===== src/rtl/maze_walker_dp_if.sv =====
// maze_walker_dp_if: controller-to-datapath bundle for the maze walker.
interface maze_walker_dp_if #(
  parameter int CW    = 4,
  parameter int DEPTH = 16,
  parameter int CNTW  = 16
);
  localparam int SW = $clog2(DEPTH) + 1;
  logic          clr;
  logic          ld;
  logic [1:0]    dir;
  logic          step_en;
  logic          push;
  logic          pop;
  logic [CW-1:0] cur_x;
  logic [CW-1:0] cur_y;
  logic [CW-1:0] nxt_x;
  logic [CW-1:0] nxt_y;
  logic          at_goal;
  logic          edge_blk;
  logic          stk_empty;
  logic          stk_full;
  logic [SW-1:0] stk_cnt;
  logic          ovf_err;
  logic          unf_err;
  logic [CNTW-1:0] move_cnt;
  modport master (
    output clr, ld, dir, step_en, push, pop,
    input  cur_x, cur_y, nxt_x, nxt_y, at_goal, edge_blk,
           stk_empty, stk_full, stk_cnt, ovf_err, unf_err, move_cnt
  );
  modport slave (
    input  clr, ld, dir, step_en, push, pop,
    output cur_x, cur_y, nxt_x, nxt_y, at_goal, edge_blk,
           stk_empty, stk_full, stk_cnt, ovf_err, unf_err, move_cnt
  );
endinterface


===== src/rtl/maze_walker_dp.sv =====
// maze_walker_dp: maze walker location register, next-cell logic, backtrack stack and move counter.
module maze_walker_dp #(
  parameter int            CW     = 4,
  parameter int            DEPTH  = 16,
  parameter int            CNTW   = 16,
  parameter logic [CW-1:0] GOAL_X = '0,
  parameter logic [CW-1:0] GOAL_Y = '0
) (
  input logic             clk,
  input logic             rst,
  maze_walker_dp_if.slave bus
);
  localparam int AW = $clog2(DEPTH);
  localparam int SW = AW + 1;
  localparam logic [CW-1:0] MAXC = '1;
  logic [2*CW-1:0] mem [DEPTH];
  logic [CW-1:0]   cx, cy, mx, my, nx, ny;
  logic [SW-1:0]   cnt;
  logic [AW-1:0]   ti, wa;
  logic [2*CW-1:0] top;
  logic [CNTW-1:0] mc;
  logic            empty, full, eb, swap, we, ovf, unf;
  always_comb begin
    empty = cnt == '0;
    full  = cnt == SW'(DEPTH);
    ti    = cnt[AW-1:0] - AW'(1);
    top   = mem[ti];
    eb    = bus.step_en && ((bus.dir == 2'b00 && cy == '0) || (bus.dir == 2'b01 && cx == MAXC) ||
                            (bus.dir == 2'b10 && cx == '0) || (bus.dir == 2'b11 && cy == MAXC));
    mx    = bus.dir == 2'b01 ? cx + CW'(1) : bus.dir == 2'b10 ? cx - CW'(1) : cx;
    my    = bus.dir == 2'b11 ? cy + CW'(1) : bus.dir == 2'b00 ? cy - CW'(1) : cy;
    {nx, ny} = bus.clr ? '0 : (bus.pop && !empty) ? top :
               (bus.step_en && !eb) ? {mx, my} : {cx, cy};
    swap  = bus.push && bus.pop && !empty;
    // rst gate keeps the stack untouched while reset is held
    we    = rst && !bus.clr && bus.push && (swap || !full);
    wa    = swap ? ti : cnt[AW-1:0];
  end
  always_ff @(posedge clk)
    if (we) mem[wa] <= {cx, cy};
  always_ff @(posedge clk or negedge rst) begin
    if (!rst) begin
      {cx, cy} <= '0;
      cnt      <= '0;
      ovf      <= 1'b0;
      unf      <= 1'b0;
      mc       <= '0;
    end else if (bus.clr) begin
      {cx, cy} <= '0;
      cnt      <= '0;
      ovf      <= 1'b0;
      unf      <= 1'b0;
      mc       <= '0;
    end else begin
      if (bus.ld) begin
        {cx, cy} <= {nx, ny};
        if ({nx, ny} != {cx, cy} && mc != '1) mc <= mc + CNTW'(1);
      end
      if (bus.push && !swap) begin
        if (full) ovf <= 1'b1;
        else cnt <= cnt + SW'(1);
      end else if (bus.pop && !bus.push && !empty) cnt <= cnt - SW'(1);
      if (bus.pop && empty) unf <= 1'b1;
    end
  end
  assign bus.cur_x     = cx;
  assign bus.cur_y     = cy;
  assign bus.nxt_x     = nx;
  assign bus.nxt_y     = ny;
  assign bus.at_goal   = cx == GOAL_X && cy == GOAL_Y;
  assign bus.edge_blk  = eb;
  assign bus.stk_empty = empty;
  assign bus.stk_full  = full;
  assign bus.stk_cnt   = cnt;
  assign bus.ovf_err   = ovf;
  assign bus.unf_err   = unf;
  assign bus.move_cnt  = mc;
endmodule


===== src/flat_wrapper.sv =====
// flat-port wrapper written by rule: the top's interface ports become plain ports
module maze_walker_dp_flat 
#(
  parameter int            CW     = 4,
  parameter int            DEPTH  = 16,
  parameter int            CNTW   = 16,
  parameter logic [CW-1:0] GOAL_X = '0,
  parameter logic [CW-1:0] GOAL_Y = '0
)
  (clk, rst, bus_clr, bus_ld, bus_dir, bus_step_en, bus_push, bus_pop, bus_cur_x, bus_cur_y, bus_nxt_x, bus_nxt_y, bus_at_goal, bus_edge_blk, bus_stk_empty, bus_stk_full, bus_stk_cnt, bus_ovf_err, bus_unf_err, bus_move_cnt);
  maze_walker_dp_if #(.CW(CW), .DEPTH(DEPTH), .CNTW(CNTW)) bus_i ();
  input logic clk;
  input logic rst;
  input wire logic [$bits(bus_i.clr)-1:0] bus_clr;
  input wire logic [$bits(bus_i.ld)-1:0] bus_ld;
  input wire logic [$bits(bus_i.dir)-1:0] bus_dir;
  input wire logic [$bits(bus_i.step_en)-1:0] bus_step_en;
  input wire logic [$bits(bus_i.push)-1:0] bus_push;
  input wire logic [$bits(bus_i.pop)-1:0] bus_pop;
  output wire logic [$bits(bus_i.cur_x)-1:0] bus_cur_x;
  output wire logic [$bits(bus_i.cur_y)-1:0] bus_cur_y;
  output wire logic [$bits(bus_i.nxt_x)-1:0] bus_nxt_x;
  output wire logic [$bits(bus_i.nxt_y)-1:0] bus_nxt_y;
  output wire logic [$bits(bus_i.at_goal)-1:0] bus_at_goal;
  output wire logic [$bits(bus_i.edge_blk)-1:0] bus_edge_blk;
  output wire logic [$bits(bus_i.stk_empty)-1:0] bus_stk_empty;
  output wire logic [$bits(bus_i.stk_full)-1:0] bus_stk_full;
  output wire logic [$bits(bus_i.stk_cnt)-1:0] bus_stk_cnt;
  output wire logic [$bits(bus_i.ovf_err)-1:0] bus_ovf_err;
  output wire logic [$bits(bus_i.unf_err)-1:0] bus_unf_err;
  output wire logic [$bits(bus_i.move_cnt)-1:0] bus_move_cnt;
  assign bus_i.clr = bus_clr;
  assign bus_i.ld = bus_ld;
  assign bus_i.dir = bus_dir;
  assign bus_i.step_en = bus_step_en;
  assign bus_i.push = bus_push;
  assign bus_i.pop = bus_pop;
  assign bus_cur_x = bus_i.cur_x;
  assign bus_cur_y = bus_i.cur_y;
  assign bus_nxt_x = bus_i.nxt_x;
  assign bus_nxt_y = bus_i.nxt_y;
  assign bus_at_goal = bus_i.at_goal;
  assign bus_edge_blk = bus_i.edge_blk;
  assign bus_stk_empty = bus_i.stk_empty;
  assign bus_stk_full = bus_i.stk_full;
  assign bus_stk_cnt = bus_i.stk_cnt;
  assign bus_ovf_err = bus_i.ovf_err;
  assign bus_unf_err = bus_i.unf_err;
  assign bus_move_cnt = bus_i.move_cnt;
  maze_walker_dp #(.CW(CW), .DEPTH(DEPTH), .CNTW(CNTW), .GOAL_X(GOAL_X), .GOAL_Y(GOAL_Y)) u_core (.clk(clk), .rst(rst), .bus(bus_i));
endmodule

===== config.mk =====
export PLATFORM = sky130hd
export DESIGN_NAME = maze_walker_dp_flat
export DESIGN_NICKNAME = d
export VERILOG_FILES = /design/src/rtl/maze_walker_dp_if.sv /design/src/rtl/maze_walker_dp.sv /design/src/flat_wrapper.sv
export SDC_FILE = /design/constraint.sdc
export NUM_CORES = 1
export LEC_CHECK = 0
export ABC_CLOCK_PERIOD_IN_PS = 8000
export CORE_MARGIN = 3
export CORE_UTILIZATION = 39
export CTS_CLUSTER_DIAMETER = 40
export DETAILED_ROUTE_END_ITERATION = 10
export GPL_TIMING_DRIVEN = 0
export PLACE_DENSITY = 0.62
export SLEW_MARGIN = 20
export SYNTH_ARGS = -nofsm -noshare
export SYNTH_HDL_FRONTEND = slang
export SYNTH_SLANG_ARGS = --single-unit

===== constraint.sdc =====
create_clock -name clk -period 8 [get_ports clk]
set_input_delay 0.8 -clock clk [delete_from_list [all_inputs] [get_ports clk]]
set_output_delay 0.8 -clock clk [all_outputs]
set_load 0.03 [all_outputs]

Word-level counts from Yosys, hierarchy flattened
Memory sizes are Yosys's and may differ from the RTL's.
Index checks and enable logic that the tools add are counted.
{"block": "classes", "addsub": 8, "n_eq_ne": 9, "mux": 26, "reduce_logical": 41}
{"op": "$mux W16", "count": 3}
{"op": "$mux W4", "count": 9}
{"op": "$mux W8", "count": 3}
{"op": "$mux W5", "count": 4}
{"op": "$logic_and A1 B1 Y1", "count": 18}
{"op": "$add A16 B1 Y16 const B", "count": 1}
{"op": "$ne A16 B16 Y1 const B", "count": 1}
{"op": "$sub A4 B1 Y4 const B", "count": 3}
{"op": "$reduce_bool A2 Y1", "count": 5}
{"op": "$add A4 B1 Y4 const B", "count": 2}
{"op": "$eq A4 B4 Y1 const B", "count": 2}
{"op": "$logic_not A4 Y1", "count": 2}
{"op": "$ne A8 B8 Y1", "count": 1}
{"op": "$mux W1", "count": 7}
{"op": "$logic_not A1 Y1", "count": 6}
{"op": "$reduce_and A2 Y1", "count": 3}
{"op": "$add A5 B1 Y5 const B", "count": 1}
{"op": "$eq A5 B5 Y1 const B", "count": 1}
{"op": "$logic_not A5 Y1", "count": 1}
{"op": "$sub A5 B1 Y5 const B", "count": 1}
{"op": "$eq A2 B2 Y1 const B", "count": 2}
{"op": "$logic_or A1 B1 Y1", "count": 4}
{"op": "$ne A3 B3 Y1 const B", "count": 1}
{"op": "$reduce_bool A3 Y1", "count": 1}
{"op": "other kinds (2)", "count": 2}
{"block": "totals", "reg_bits": 31, "ramBits": 128, "out_inout_bits": 43, "word_cells": 91, "memories": 1}
{"name": "u_core.mem", "depth": 16, "width": 8, "rd": 1, "rd_ports_with_merged_regs": 0, "wr": 1, "line_no": "maze_walker_dp.sv:16", "rtl": "logic [2*CW-1:0] mem [DEPTH];"}

Longest topological paths before layout
{"block": "logic_depth", "ltp_word": 16, "depth_mapped": 18, "depth_no_buf": 14}

Worst setup path before layout
Ideal clock, no wire load.
{"block": "synth_timing", "path_kind": "flip-flop to output port", "from": "register u_core.cnt[0], in the netlist u_core.bus.stk_cnt[0]", "to": "output port bus_nxt_y[0]", "t_arrival_ps": 3165, "required_time_ps": 7200, "slack_ps": 4035, "stages_incl_launch_ff": 13, "n_path_buf": 6, "cell_sequence": "dfrtp_1 -> buf_6 -> buf_12 -> buf_12 -> inv_4 -> ha_1 -> buf_6 -> buf_6 -> buf_2 -> mux4_2 -> mux2i_1 -> mux2_2 -> a211oi_1"}
{"block": "synth_via", "elab_chain_len": 5}
{"element": "start, declared", "line_no": "maze_walker_dp.sv:18", "rtl": "logic [SW-1:0] cnt;"}
{"element": "start signal, assigned", "line_no": "maze_walker_dp.sv:61", "rtl": "else cnt <= cnt + SW'(1);"}
{"element": "start signal, assigned", "line_no": "maze_walker_dp.sv:62", "rtl": "end else if (bus.pop && !bus.push && !empty) cnt <= cnt - SW'(1);"}
{"element": "branches (longest 3 deep; another with $mem_v2 Z16 W8)"}
{"element": "$mux W8 * (2 in a row)", "line_no": "maze_walker_dp.sv:32", "rtl": "{nx, ny} = bus.clr ? '0 : (bus.pop && !empty) ? top :"}
{"element": "end, declared", "line_no": "flat_wrapper.sv:23", "rtl": "output wire logic [$bits(bus_i.nxt_y)-1:0] bus_nxt_y;"}
Every way passes the cells marked *.

Worst setup path after layout
{"block": "layout_timing", "from": "register u_core.cnt[0], in the netlist u_core.bus.stk_cnt[0]", "to": "output port bus_nxt_x[1]"}
{"block": "layout_via", "elab_chain_len": 5}
{"element": "branches (longest 3 deep; another with $mem_v2 Z16 W8)"}
{"element": "$mux W8 * (2 in a row)", "line_no": "maze_walker_dp.sv:32"}
{"element": "end, declared", "line_no": "flat_wrapper.sv:22", "rtl": "output wire logic [$bits(bus_i.nxt_x)-1:0] bus_nxt_x;"}
Marks and branches as above.

==> qor.csv <==
stage,metric,value,unit
run_status,status,"complete, no violations",
cells_and_area,layout overhead on the synthesized area,18.2,%
flow_run,number of violations of the max-capacitance limit,0,
placed_design,weighted congestion reported at the end of routability-driven placement,0.894,
cts,CTS buffer count,17,
cts,Root Driver,clkbuf_16,
sta,FMAX,0.189,GHz
worst_setup_path,crit path max fanout,12,
floorplanning,die outline height,148,um
worst_setup_path,Critical-path top delay cell,clkdlybuf4s50_1,
floorplanning,Die Footprint,0.0219,sq mm
global_routing,global-route wire length before repair,30.8,mm
global_routing,remaining global-route overflow,0,
worst_setup_path,Worst Path Arrival,4480,ps
routing,1st-iter DRT viols,400,
power,leakage,3.23,nW
power,power density cells,355,mW/mm^2
floorplanning,Placeable Area,0.0197,sq mm
cts,clk slew on worst S/H paths,70,ps
worst_setup_path,element type at the critical path start,register,
logic_synthesis,Main synth FF type,edfxtp_1,
cells_and_area,ratio of cells with drive above 1 in the final layout,17.2,%
logic_synthesis,total of warnings raised by yosys,0,
worst_setup_path,delay of the slowest critical-path stage,590,ps
worst_setup_path,crit path capture type,output pin,
power,VDD IR max,0.160,mV
floorplanning,effective utilization at floorplan,40.1,%
logic_synthesis,Simple-Gate Fraction of Synth Area,11.8,%
cts,clock insertion delay at the later pin of the skew report,430,ps
cts,htree depth,4,
logic_synthesis,main combinational cell family by area after synthesis,multiplexers,
sta,Slew HR,31.2,%
logic_synthesis,gate count of the mapped netlist,570,
sta,number of max-slew violations in the final report,0,
logic_synthesis,post-synthesis mux area share,12.0,%
worst_setup_path,critical path class,reg2out,
cells_and_area,"leading cell types in the layout, fill and taps excluded","edfxtp_1 (128), nor2_1 (49), clkdlybuf4s50_1 (48)",
logic_synthesis,"post-synthesis share of cell area spent on full adders, half adders and majority gates",2.16,%
logic_synthesis,share of flip-flops with an asynchronous set or reset,19.5,%
floorplanning,Chip Width,148,um
routing,post-detailed-route via-to-cell ratio,5.71,
cells_and_area,net count reported at finish,661,
placed_design,number of input and output port buffers inserted,49,
sta,skew final,12.7,ps
placed_design,setup slack at placement,3120,ps
routing,via count,5233,
worst_setup_path,"Req. time, crit path",7200,ps
global_routing,largest net degree at the start of global routing,33,
cts,Bufs on Longest Clock Path,2,
worst_hold_path,worst hold path type,in2async,
routing,Initial DRT Pass Iterations,5,
global_routing,number of antenna violations at the first check in global routing,0,
routing,number of design rule violations left after detail routing,0,
placed_design,detailed placement HPWL,13.7,mm
logic_synthesis,number of flops mapped to enable cells by yosys,128,
cts,TritonCTS clock tree,yes,
sta,setup repair after global routing missed its margin,no,
sta,"Hold Vio Cnt, Final",0,
logic_synthesis,share of the yosys chip area belonging to registers,58.7,%
sta,accumulated negative setup slack,0,ps
logic_synthesis,xor and xnor area share after synthesis,1.97,%
sta,Worst Max-Slew Pin Slew,1030,ps
floorplanning,row count,51,
global_routing,total routing usage reported by global routing,18.7,%
logic_synthesis,distinct cell type count after synthesis,81,
logic_synthesis,synthesized area per cell,13.8,sq um
cts,post-CTS sizing,0,
sta,period utilization,66.0,%
sta,min setup slack post-route,2720,ps
routing,Routed WL,19.9,mm
cts,post-CTS repair timing setup buffer count,0,
floorplanning,boundary pin count,52,
routing,average wire per cell in the routed design,21.7,um
power,Total Power,3.30,mW
sta,Finish-stage setup viols,0,
global_routing,number of global-route vias before repair,5193,
sta,shortest clock period the worst path allows after layout,5280,ps
cts,TritonCTS Sinks,159,
routing,remaining antenna violation count after routing,0,
cells_and_area,filler cell count,1767,
cells_and_area,count of antenna diodes in the layout,0,
cells_and_area,"commonest non-fill, non-tap cell in the layout",edfxtp_1,
worst_setup_path,"reg-to-reg slack, setup",3350,ps
logic_synthesis,Seq cells post-synth,159,
cts,CTS hold repair buffers,0,
logic_synthesis,number of nets in the synthesized netlist,592,
logic_synthesis,compound-cell area share of the yosys netlist,9.82,%
worst_setup_path,cells traversed along the worst timing path,buf_6 -> buf_12 -> buf_12 -> inv_4 -> ha_1 -> buf_6 -> clkbuf_1 -> buf_2 -> mux4_2 -> mux2_2 -> o21ai_1 -> a31oi_1 -> and2_1 -> clkdlybuf4s50_1,
logic_synthesis,area of the mapped netlist,0.00787,sq mm
-- final timing paths --
kind / from / endpoint / depth (start not counted)
worst max register to register: u_core.bus.stk_cnt[0] / u_core.bus.move_cnt[15] / 18
worst max-delay path: u_core.bus.stk_cnt[0] / bus_nxt_x[1] / 14
worst min-delay path: rst / u_core.bus.move_cnt[0] / 2
worst min register to register: u_core.bus.ovf_err / u_core.bus.ovf_err / 2
min in group clk: u_core.bus.ovf_err / u_core.bus.ovf_err / 2
max in group asynchronous: rst / u_core.bus.stk_cnt[4] / 2
-- cell families after synthesis --
kind of cell               count (synthesis)
adders and majority gates                 13
AOI/OAI and AO/OA                        101
xor gates and xnor gates                  16
muxes                                     55
buffers and inverters                     48
and+or+nand+nor                          178
DFF                                      159
-- power by group --
group	internal, mW	switching, mW	total (mW)
combinational	0.582	0.800	1.38
sequential	0.991	0.118	1.11
clock	0.446	0.366	0.812
total	2.02	1.28	3.30
-- synth_stat cells, types with 5 or more instances --
cell type  number  area [sq um]
edfxtp_1      128          3840
nor2_1         49           184
nand2_1        42           158
dfrtp_1        31           776
mux4_2         26           586
a21oi_1        19          95.1
inv_1          16          60.1
mux2i_1        16           160
nor3_1         14          70.1
o21ai_0        14          70.1
clkbuf_1       12          45.0
ha_1           12           150
nand3_1        12          60.1
xnor2_1         9          78.8
and2_1          8          50.1
mux2_2          8          90.1
and3_1          7          43.8
buf_6           7          78.8
o31ai_1         7          52.6
a31oi_1         6          37.5
nor2b_1         6          37.5
nor3b_1         6          45.0
or3_1           5          31.3
xor2_1          5          43.8
-- worst max-delay path, delay by kind of cell (launching register included) --
family                   cells  cell delay, ps
adder cells (fa/ha/maj)      1             310
AND/OR/NAND/NOR              1             230
multiplexers                 2             680
flip-flops                   1             370
AO/OA/AOI/OAI                2             220
buffers and inverters        8            2210
-- metrics by stage --
stage / hold slack [ps] / cell area, sq um / util, % / cells
6_report: 318 / 9300 / 47.3 / 917
3_5_place_dp: 497 / 8710 / 44.3 / 885
3_3_place_gp: 483 / 8690 / 44.2 / 884
2_1_floorplan: 504 / 7870 / - / 570
5_1_grt: 317 / 9300 / 47.3 / 917
4_1_cts: 304 / 9300 / 47.3 / 917
-- routing by layer --
layer,up-vias,GRT usage (%),wire length (um)
li1,2349,-,-
met1,2658,26.5,8870
met2,189,29.5,9500
met3,37,3.44,1090
met4,0,5.96,412
met5,-,0,0
-- area by class of cell --
type                            count  area [sq um]  area share (%)
Sequential cell                   159          4620            49.7
Multi-Input combinational cell    363          2970            31.9
Timing Repair Buffer               50           505            5.43
Clock buffer                       17           425            4.57
Tap cell                          265           332            3.56
Buffer                             30           218            2.34
Clock inverter                     15           169            1.82
Inverter                           18          70.1           0.753
-- registers in the layout, summed over array words and instances (netlist names) --
register / cells
u_core.bus.cur_x: 4
u_core.bus.move_cnt: 16
u_core.mem: 128
u_core.bus.unf_err: 1
u_core.bus.ovf_err: 1
u_core.bus.cur_y: 4
u_core.bus.stk_cnt: 5
(Power assumes the default switching activity.)
